==> src/rtl/feature_seq_pkg.sv <==
// Shared types, register map and field positions for the feature buffer read sequencer.
package feature_seq_pkg;

  localparam int unsigned DEPTH_DEF = 400;
  localparam int unsigned LW        = 10;

  typedef enum logic [1:0] {
    IDLE  = 2'd0,
    RUN   = 2'd1,
    DRAIN = 2'd2
  } state_t;

  localparam logic [2:0] REG_CTRL   = 3'd0;
  localparam logic [2:0] REG_STATUS = 3'd1;
  localparam logic [2:0] REG_BASE   = 3'd2;
  localparam logic [2:0] REG_LEN    = 3'd3;
  localparam logic [2:0] REG_COUNT  = 3'd4;

  localparam int unsigned CTRL_START  = 0;
  localparam int unsigned CTRL_ABORT  = 1;
  localparam int unsigned CTRL_IRQ_EN = 2;

  localparam int unsigned ST_BUSY    = 0;
  localparam int unsigned ST_DONE    = 1;
  localparam int unsigned ST_ERR     = 2;
  localparam int unsigned ST_ABORTED = 3;

  function automatic logic [31:0] be_mask(input logic [3:0] be);
    return {{8{be[3]}}, {8{be[2]}}, {8{be[1]}}, {8{be[0]}}};
  endfunction

endpackage

==> src/rtl/seq_skid_fifo.sv <==
// Small synchronous FIFO carrying stream data plus its LAST tag; head entry drives the stream.
module seq_skid_fifo #(
  parameter int unsigned DW    = 32,
  parameter int unsigned DEPTH = 2,
  localparam int unsigned OW   = $clog2(DEPTH + 1),
  localparam int unsigned PW   = (DEPTH > 1) ? $clog2(DEPTH) : 1
) (
  input  logic          CLK,
  input  logic          RESET,
  input  logic          i_push,
  input  logic [DW-1:0] i_data,
  input  logic          i_last,
  input  logic          i_pop,
  input  logic          i_flush,
  output logic [DW-1:0] o_data,
  output logic          o_last,
  output logic          o_valid,
  output logic [OW-1:0] o_occ
);

  logic [DW-1:0] r_data [DEPTH];
  logic          r_last [DEPTH];
  logic [PW-1:0] r_wptr, r_rptr;
  logic [OW-1:0] r_occ;
  logic          w_pop, w_push;

  function automatic logic [PW-1:0] nxt(input logic [PW-1:0] p);
    return (p == PW'(DEPTH - 1)) ? '0 : p + 1'b1;
  endfunction

  assign o_valid = (r_occ != '0);
  assign w_pop   = i_pop & o_valid;
  assign w_push  = i_push & ((r_occ != OW'(DEPTH)) | w_pop);
  assign o_data  = r_data[r_rptr];
  assign o_last  = r_last[r_rptr] & o_valid;
  assign o_occ   = r_occ;

  always_ff @(posedge CLK) begin
    if (RESET) begin
      for (int unsigned i = 0; i < DEPTH; i++) begin
        r_data[i] <= '0;
        r_last[i] <= 1'b0;
      end
      r_wptr <= '0;
      r_rptr <= '0;
      r_occ  <= '0;
    end else if (i_flush) begin
      r_wptr <= '0;
      r_rptr <= '0;
      r_occ  <= '0;
    end else begin
      if (w_push) begin
        r_data[r_wptr] <= i_data;
        r_last[r_wptr] <= i_last;
        r_wptr         <= nxt(r_wptr);
      end
      if (w_pop) r_rptr <= nxt(r_rptr);
      case ({w_push, w_pop})
        2'b10:   r_occ <= r_occ + 1'b1;
        2'b01:   r_occ <= r_occ - 1'b1;
        default: r_occ <= r_occ;
      endcase
    end
  end

endmodule

==> src/rtl/feature_buf_sequencer.sv <==
// Host-programmed sequencer: streams feature buffer words BASE..BASE+LEN-1 to the compute stage.
module feature_buf_sequencer
  import feature_seq_pkg::*;
#(
  parameter int unsigned DEPTH      = DEPTH_DEF,
  parameter int unsigned AW         = 9,
  parameter int unsigned DW         = 32,
  parameter int unsigned FIFO_DEPTH = 2
) (
  input  logic          CLK,
  input  logic          RESET,
  input  logic          AVL_CS,
  input  logic          AVL_READ,
  input  logic          AVL_WRITE,
  input  logic [3:0]    AVL_BYTE_EN,
  input  logic [2:0]    AVL_ADDR,
  input  logic [31:0]   AVL_WRITEDATA,
  output logic [31:0]   AVL_READDATA,
  output logic          MEM_RD,
  output logic [AW-1:0] MEM_ADDR,
  input  logic [DW-1:0] MEM_RDATA,
  output logic [DW-1:0] OUT_DATA,
  output logic          OUT_VALID,
  output logic          OUT_LAST,
  input  logic          OUT_READY,
  output logic          IRQ
);

  localparam int unsigned OW = $clog2(FIFO_DEPTH + 1);

  state_t        r_state, w_state_nxt;
  logic          r_irq_en, r_done, r_err, r_aborted;
  logic [AW-1:0] r_base;
  logic [LW-1:0] r_len, r_count, r_issued;
  logic          r_inflight, r_inflight_last;

  logic [31:0]   w_wmask;
  logic          w_wr, w_wr_ctrl, w_wr_status, w_wr_base, w_wr_len;
  logic          w_start, w_abort, w_busy, w_abort_run, w_start_idle;
  logic [LW:0]   w_end;
  logic          w_range_ok, w_pop, w_credit, w_issue, w_done_set;
  logic [3:0]    w_st_w1c;
  logic [OW-1:0] w_occ;
  logic          w_unused;

  assign w_wmask     = be_mask(AVL_BYTE_EN);
  assign w_wr        = AVL_CS & AVL_WRITE;
  assign w_wr_ctrl   = w_wr & (AVL_ADDR == REG_CTRL);
  assign w_wr_status = w_wr & (AVL_ADDR == REG_STATUS);
  assign w_busy      = (r_state != IDLE);
  assign w_wr_base   = w_wr & (AVL_ADDR == REG_BASE) & ~w_busy;
  assign w_wr_len    = w_wr & (AVL_ADDR == REG_LEN) & ~w_busy;

  assign w_start      = w_wr_ctrl & AVL_WRITEDATA[CTRL_START] & w_wmask[CTRL_START];
  assign w_abort      = w_wr_ctrl & AVL_WRITEDATA[CTRL_ABORT] & w_wmask[CTRL_ABORT];
  assign w_abort_run  = w_abort & w_busy;
  assign w_start_idle = w_start & ~w_abort & ~w_busy;
  assign w_st_w1c     = AVL_WRITEDATA[3:0] & w_wmask[3:0] & {4{w_wr_status}};

  assign w_end      = (LW + 1)'(r_base) + (LW + 1)'(r_len);
  assign w_range_ok = (r_len != '0) && (w_end <= (LW + 1)'(DEPTH));

  // Credit counts FIFO entries plus the read in flight, so pushes never need back-pressure.
  assign w_pop    = OUT_VALID & OUT_READY;
  assign w_credit = (32'(w_occ) + 32'(r_inflight)) < (32'(FIFO_DEPTH) + 32'(w_pop));
  assign w_issue  = (r_state == RUN) & (r_issued != r_len) & w_credit & ~w_abort;

  assign MEM_RD   = w_issue;
  assign MEM_ADDR = r_base + r_issued[AW-1:0];
  assign IRQ      = r_done & r_irq_en;

  assign w_done_set = (r_state == DRAIN) & ~w_abort & (r_count == r_len);
  assign w_unused   = &{1'b0, AVL_WRITEDATA[31:LW], w_wmask[31:LW]};

  always_comb begin
    w_state_nxt = r_state;
    unique case (r_state)
      IDLE:    if (w_start_idle && w_range_ok) w_state_nxt = RUN;
      RUN:     if (w_abort) w_state_nxt = IDLE;
               else if (r_issued == r_len) w_state_nxt = DRAIN;
      DRAIN:   if (w_abort || (r_count == r_len)) w_state_nxt = IDLE;
      default: w_state_nxt = IDLE;
    endcase
  end

  always_ff @(posedge CLK) begin
    if (RESET) begin
      r_state         <= IDLE;
      r_irq_en        <= 1'b0;
      r_done          <= 1'b0;
      r_err           <= 1'b0;
      r_aborted       <= 1'b0;
      r_base          <= '0;
      r_len           <= '0;
      r_count         <= '0;
      r_issued        <= '0;
      r_inflight      <= 1'b0;
      r_inflight_last <= 1'b0;
    end else begin
      r_state         <= w_state_nxt;
      r_inflight      <= w_issue;
      r_inflight_last <= w_issue & (r_issued == r_len - 1'b1);
      if (w_issue) r_issued <= r_issued + 1'b1;

      if (w_wr_ctrl && w_wmask[CTRL_IRQ_EN]) r_irq_en <= AVL_WRITEDATA[CTRL_IRQ_EN];
      if (w_wr_base) r_base <= (r_base & ~w_wmask[AW-1:0]) | (AVL_WRITEDATA[AW-1:0] & w_wmask[AW-1:0]);
      if (w_wr_len)  r_len  <= (r_len & ~w_wmask[LW-1:0]) | (AVL_WRITEDATA[LW-1:0] & w_wmask[LW-1:0]);

      if (w_st_w1c[ST_DONE])    r_done    <= 1'b0;
      if (w_st_w1c[ST_ERR])     r_err     <= 1'b0;
      if (w_st_w1c[ST_ABORTED]) r_aborted <= 1'b0;

      if (w_done_set)  r_done    <= 1'b1;
      if (w_abort_run) r_aborted <= 1'b1;
      if (w_pop && !w_abort_run) r_count <= r_count + 1'b1;

      // Starting a run clears the previous run's sticky status and progress.
      if (w_start_idle) begin
        if (w_range_ok) begin
          r_count   <= '0;
          r_issued  <= '0;
          r_done    <= 1'b0;
          r_err     <= 1'b0;
          r_aborted <= 1'b0;
        end else begin
          r_err <= 1'b1;
        end
      end
    end
  end

  seq_skid_fifo #(
    .DW    (DW),
    .DEPTH (FIFO_DEPTH)
  ) u_fifo (
    .CLK     (CLK),
    .RESET   (RESET),
    .i_push  (r_inflight),
    .i_data  (MEM_RDATA),
    .i_last  (r_inflight_last),
    .i_pop   (OUT_READY),
    .i_flush (w_abort_run),
    .o_data  (OUT_DATA),
    .o_last  (OUT_LAST),
    .o_valid (OUT_VALID),
    .o_occ   (w_occ)
  );

  always_comb begin
    AVL_READDATA = '0;
    if (AVL_CS && AVL_READ) begin
      case (AVL_ADDR)
        REG_CTRL:   AVL_READDATA[CTRL_IRQ_EN] = r_irq_en;
        REG_STATUS: AVL_READDATA[3:0] = {r_aborted, r_err, r_done, w_busy};
        REG_BASE:   AVL_READDATA[AW-1:0] = r_base;
        REG_LEN:    AVL_READDATA[LW-1:0] = r_len;
        REG_COUNT:  AVL_READDATA[LW-1:0] = r_count;
        default:    AVL_READDATA = '0;
      endcase
    end
  end

endmodule

==> config.mk <==
export PLATFORM = sky130hd
export DESIGN_NAME = feature_buf_sequencer
export DESIGN_NICKNAME = d
export VERILOG_FILES = /design/src/rtl/feature_seq_pkg.sv /design/src/rtl/seq_skid_fifo.sv /design/src/rtl/feature_buf_sequencer.sv
export SDC_FILE = /design/constraint.sdc
export NUM_CORES = 1
export LEC_CHECK = 0
export ABC_AREA = 1
export CAP_MARGIN = 0
export CORE_ASPECT_RATIO = 1.25
export CORE_UTILIZATION = 45
export CTS_BUF_LIST = sky130_fd_sc_hd__clkbuf_4
export CTS_CLUSTER_DIAMETER = 80
export DETAILED_ROUTE_END_ITERATION = 10
export PLACE_DENSITY = 0.81
export SLEW_MARGIN = 5
export SYNTH_ARGS = -nofsm -noshare
export SYNTH_HDL_FRONTEND = slang
export SYNTH_SLANG_ARGS = --single-unit
==> constraint.sdc <==
create_clock -name CLK -period 2.65 [get_ports CLK]
set_input_delay 0.6625 -clock CLK [delete_from_list [all_inputs] [get_ports CLK]]
set_output_delay 0.6625 -clock CLK [all_outputs]
set_load 0.005 [all_outputs]
==> impl.org, run 1 <==
** Status
- Outcome :: complete, but fails checks
- The checks that failed: setup timing.

** Timing
- After layout, the worst setup slack is -0.384 ns.
- The max-slew violation total from the final report was 0.
- Hold Fails Final Rpt :: 0
- Setup violations remaining at the end of the flow were counted as 5.
- Setup repair after global routing could not meet its margin everywhere.
- Highest attainable clock frequency :: 330 MHz
- Final Critical Period :: 3.03 ns
- Worst Clk Skew :: 0.0261 ns
- In the finished design, the share of the clock period the worst path needs comes to 1.14.

** Place
- Worst setup slack after placement :: -0.599 ns
- Port bufs :: 107
- Area of placed instances :: 8640 um2
- Placer Congestion :: 0.977
- Post-DP HPWL :: 14,000 um

** Die
- After floorplanning, the core was divided into 50 placement rows.
- Die H :: 140 um
- From left edge to right edge, the die measures 113 um.
- CORE AREA :: 15,000 um2
- Area of the die :: 15,800 um2
- For this configuration, the core starts out at a cell density of 0.460.
- I/O pin count :: 154

** Setup path
- For this run, the slowest stage of the critical path takes just under 0.4 ns.
- CP Data Arrival Time :: 2.37 ns
- The critical path goes through ha_4, a21oi_2, nand2_2, nand2_1, nand2_1, a21oi_2, inv_1, a21oi_2, nor2_1, nor2_1, xnor2_1, buf_2.
- Worst Path Required :: 1.99 ns
- The cell that appears most often on the critical path is a21oi_2.
- On the critical path, the stage with the largest delay is an instance of dfxtp_4.
- In this run the worst path has a maximum fanout of 4.
- STA classifies the critical path endpoint as an output pin.
- The worst setup path is of the reg -> out kind.
- STA classifies the critical path startpoint as a flop.

** Detailed routing
- In this run, the number of DRC markers left after iteration 0 of detailed routing was 504.
- Dividing the detail-routed wire length by the instance count gives 15.4 um.
- Total Routed Length :: 19,900 um
- Detailed-route vias per instance :: roughly 5.2
- Number of design rule violations left after detail routing :: 0
- The count of nets left with antenna violations once routing finished came out at 0.
- The pre-antenna-repair detailed-routing pass consisted of 5 iterations.
- Detailed routing inserted a total of 6,657 vias.

** Yosys
- In the synthesized netlist the dominant register cell turns out to be edfxtp_1.
- Share of synthesized area occupied by flip-flops and latches :: 0.439
- The synthesized netlist occupies a cell area of 6880 um2.
- In this run, synthesis produced a sequential element count of around 120.
- Gate count after technology mapping :: 894
- Synthesis instantiated 42 different standard cells from the library.
- Syn. warnings :: 0
- Fraction of registers with async set or reset after synthesis :: 0
- Each instance of the synthesized netlist takes up on average 7.70 um2.
- Post-synth EDFFs :: 66

** Clocking
- Sink Count :: 118
- TritonCTS built the clock tree.
- Number of buffers created by CTS :: 17
- After clock tree synthesis, the clock-pin slew on the worst setup and hold paths is between 0.1 and 0.15 ns.
- Largest buffer count on any clock path :: 2
- Number of levels the H-tree was split into :: 4
- Clock Tree Root :: clkbuf_4
- The later pin in the worst-skew pair is clocked with a latency of 0.53 ns.

** Global routing
- Overall track demand over capacity in global routing :: 0.252
- Global routing finished with a remaining overflow of 0.
- Initial antenna violation count :: 1
- Entering global routing, the biggest net connects 34 pins.
- The first global-routing pass estimated 31,000 um of wire.
- The number of global-route vias before repair came to 6,437.

** Power and ir drop
- Worst ir drop on vdd :: between 0.2 and 0.25 mV
- For this design the static power due to leakage is 0.00430 uW.
- Power density cells :: 423 nW/um2

** Hold path
- The worst hold path belongs to the class reg -> reg.

** Final layout
- Number of fill cells in the layout :: 1,250
- The net count of the finished layout is 1,194.
- In the layout the commonest cells are nand2_1 (224), nor2_1 (134), inv_1 (113).
- Most common cell after layout, fill and taps aside :: nand2_1
- P&R area growth vs syn :: 35.4%
- Post-route design area :: 9320 um2
- Of the cells placed in the final design, the portion with a size suffix greater than 1 is 0.196.

** Flow run
- Max Cap Viol :: 0
## cell type report
cell class / instances / area, um2 / area share
multi-input combinational: 632 / 3410 / 0.366
sequential: 118 / 3050 / 0.327
timing repair buffer: 203 / 1820 / 0.195
inverter: 121 / 454 / 0.0487
tap: 182 / 228 / 0.0244
clock inverter: 14 / 223 / 0.0239
clock buffer: 18 / 135 / 0.0145
antenna: 1 / 2.50 / 0.000269
## routing by layer
| layer | wire [um] | share of wire | track usage | vias to the layer above |
|---|---|---|---|---|
| li1 | - | - | - | 3230 |
| met1 | 7470 | 0.38 | 0.274 | 3019 |
| met2 | 9700 | 0.49 | 0.436 | 324 |
| met3 | 1400 | 0.070 | 0.0550 | 84 |
| met4 | 1300 | 0.065 | 0.175 | 0 |
| met5 | 0 | 0 | 0 | - |
## metrics by stage
stage,util,instances,total power (uW),hold WS [ns],TNS (ns)
global placement,0.578,1240,2340,0.465,-16.67
global route,0.623,1289,4060,0.517,-1.83
finish,0.623,1289,3940,0.485,-1.19
detailed placement,0.578,1240,2340,0.470,-22.24
floorplan,-,915,2160,0.443,0
CTS,0.618,1286,3940,0.488,-1.25
## kinds of logic (layout without fill, tap and decap cells)
group | after synthesis | in the layout | synth area share
AND/OR/NAND/NOR | 456 | 456 | 0.283
XOR/XNOR | 37 | 37 | 0.0471
flip-flops | 118 | 118 | 0.439
AO/OA/AOI/OAI | 93 | 93 | 0.0745
adder cells (fa/ha/maj) | 24 | 24 | 0.0458
other | 1 | 23 | 0.000545
buffers and inverters | 165 | 356 | 0.110
## Yosys cell counts, types with 4 or more instances
master	count	area share
o21ai_0	24	0.017
a21oi_1	46	0.033
clkbuf_1	9	0.0049
ha_1	22	0.040
buf_6	4	0.0065
nor2_2	4	0.0036
nand2_2	4	0.0036
buf_4	27	0.029
nand2_1	230	0.13
nand4_1	9	0.0082
xor2_1	23	0.029
nor3_1	15	0.011
inv_1	118	0.064
dfxtp_1	52	0.15
nor2_1	137	0.075
xnor2_1	14	0.018
nand3_1	39	0.028
o22ai_1	9	0.0082
edfxtp_1	66	0.29
## where the power goes
group | internal [uW] | switching (uW) | leakage (uW)
Clock | 865 | 754 | 0.000184
Combinational | 172 | 174 | 0.00301
Sequential | 1960 | 14.9 | 0.00111
Total | 3000 | 943 | 0.00430
## repair_timing
action                                  in CTS  in global routing
buffers inserted                            14                  6
pin swaps                                   20                 13
hold buffers                                 0                  0
endpoints found under the setup margin      20                 13
resized for setup                          112                 23
## critical path: cells and delay by family (launching register included)
family                     cells  cell delay, ns
AOI/OAI and AO/OA              3            0.46
and+or+nand+nor                5            0.40
DFF                            1            0.39
adders and majority gates      1            0.24
buffers and inverters          2            0.22
xor gates and xnor gates       1            0.13
## path summary, 6_finish.rpt
path         start     endpoint  slack (ns)  depth (start not counted)
max           flop  MEM_ADDR[7]       -0.38                         12
min          r_err        r_err        0.49                          2
min reg2reg  r_err        r_err        0.49                          2
max reg2reg   flop       r_done        0.15                         13
(Power assumes the default switching activity.)
==> run 2: changes to the inputs <==
CAP_MARGIN = 20   (was 0)
==> results of run 2 <==
The final DEF is identical to that of run 1; final timing and power are the same.
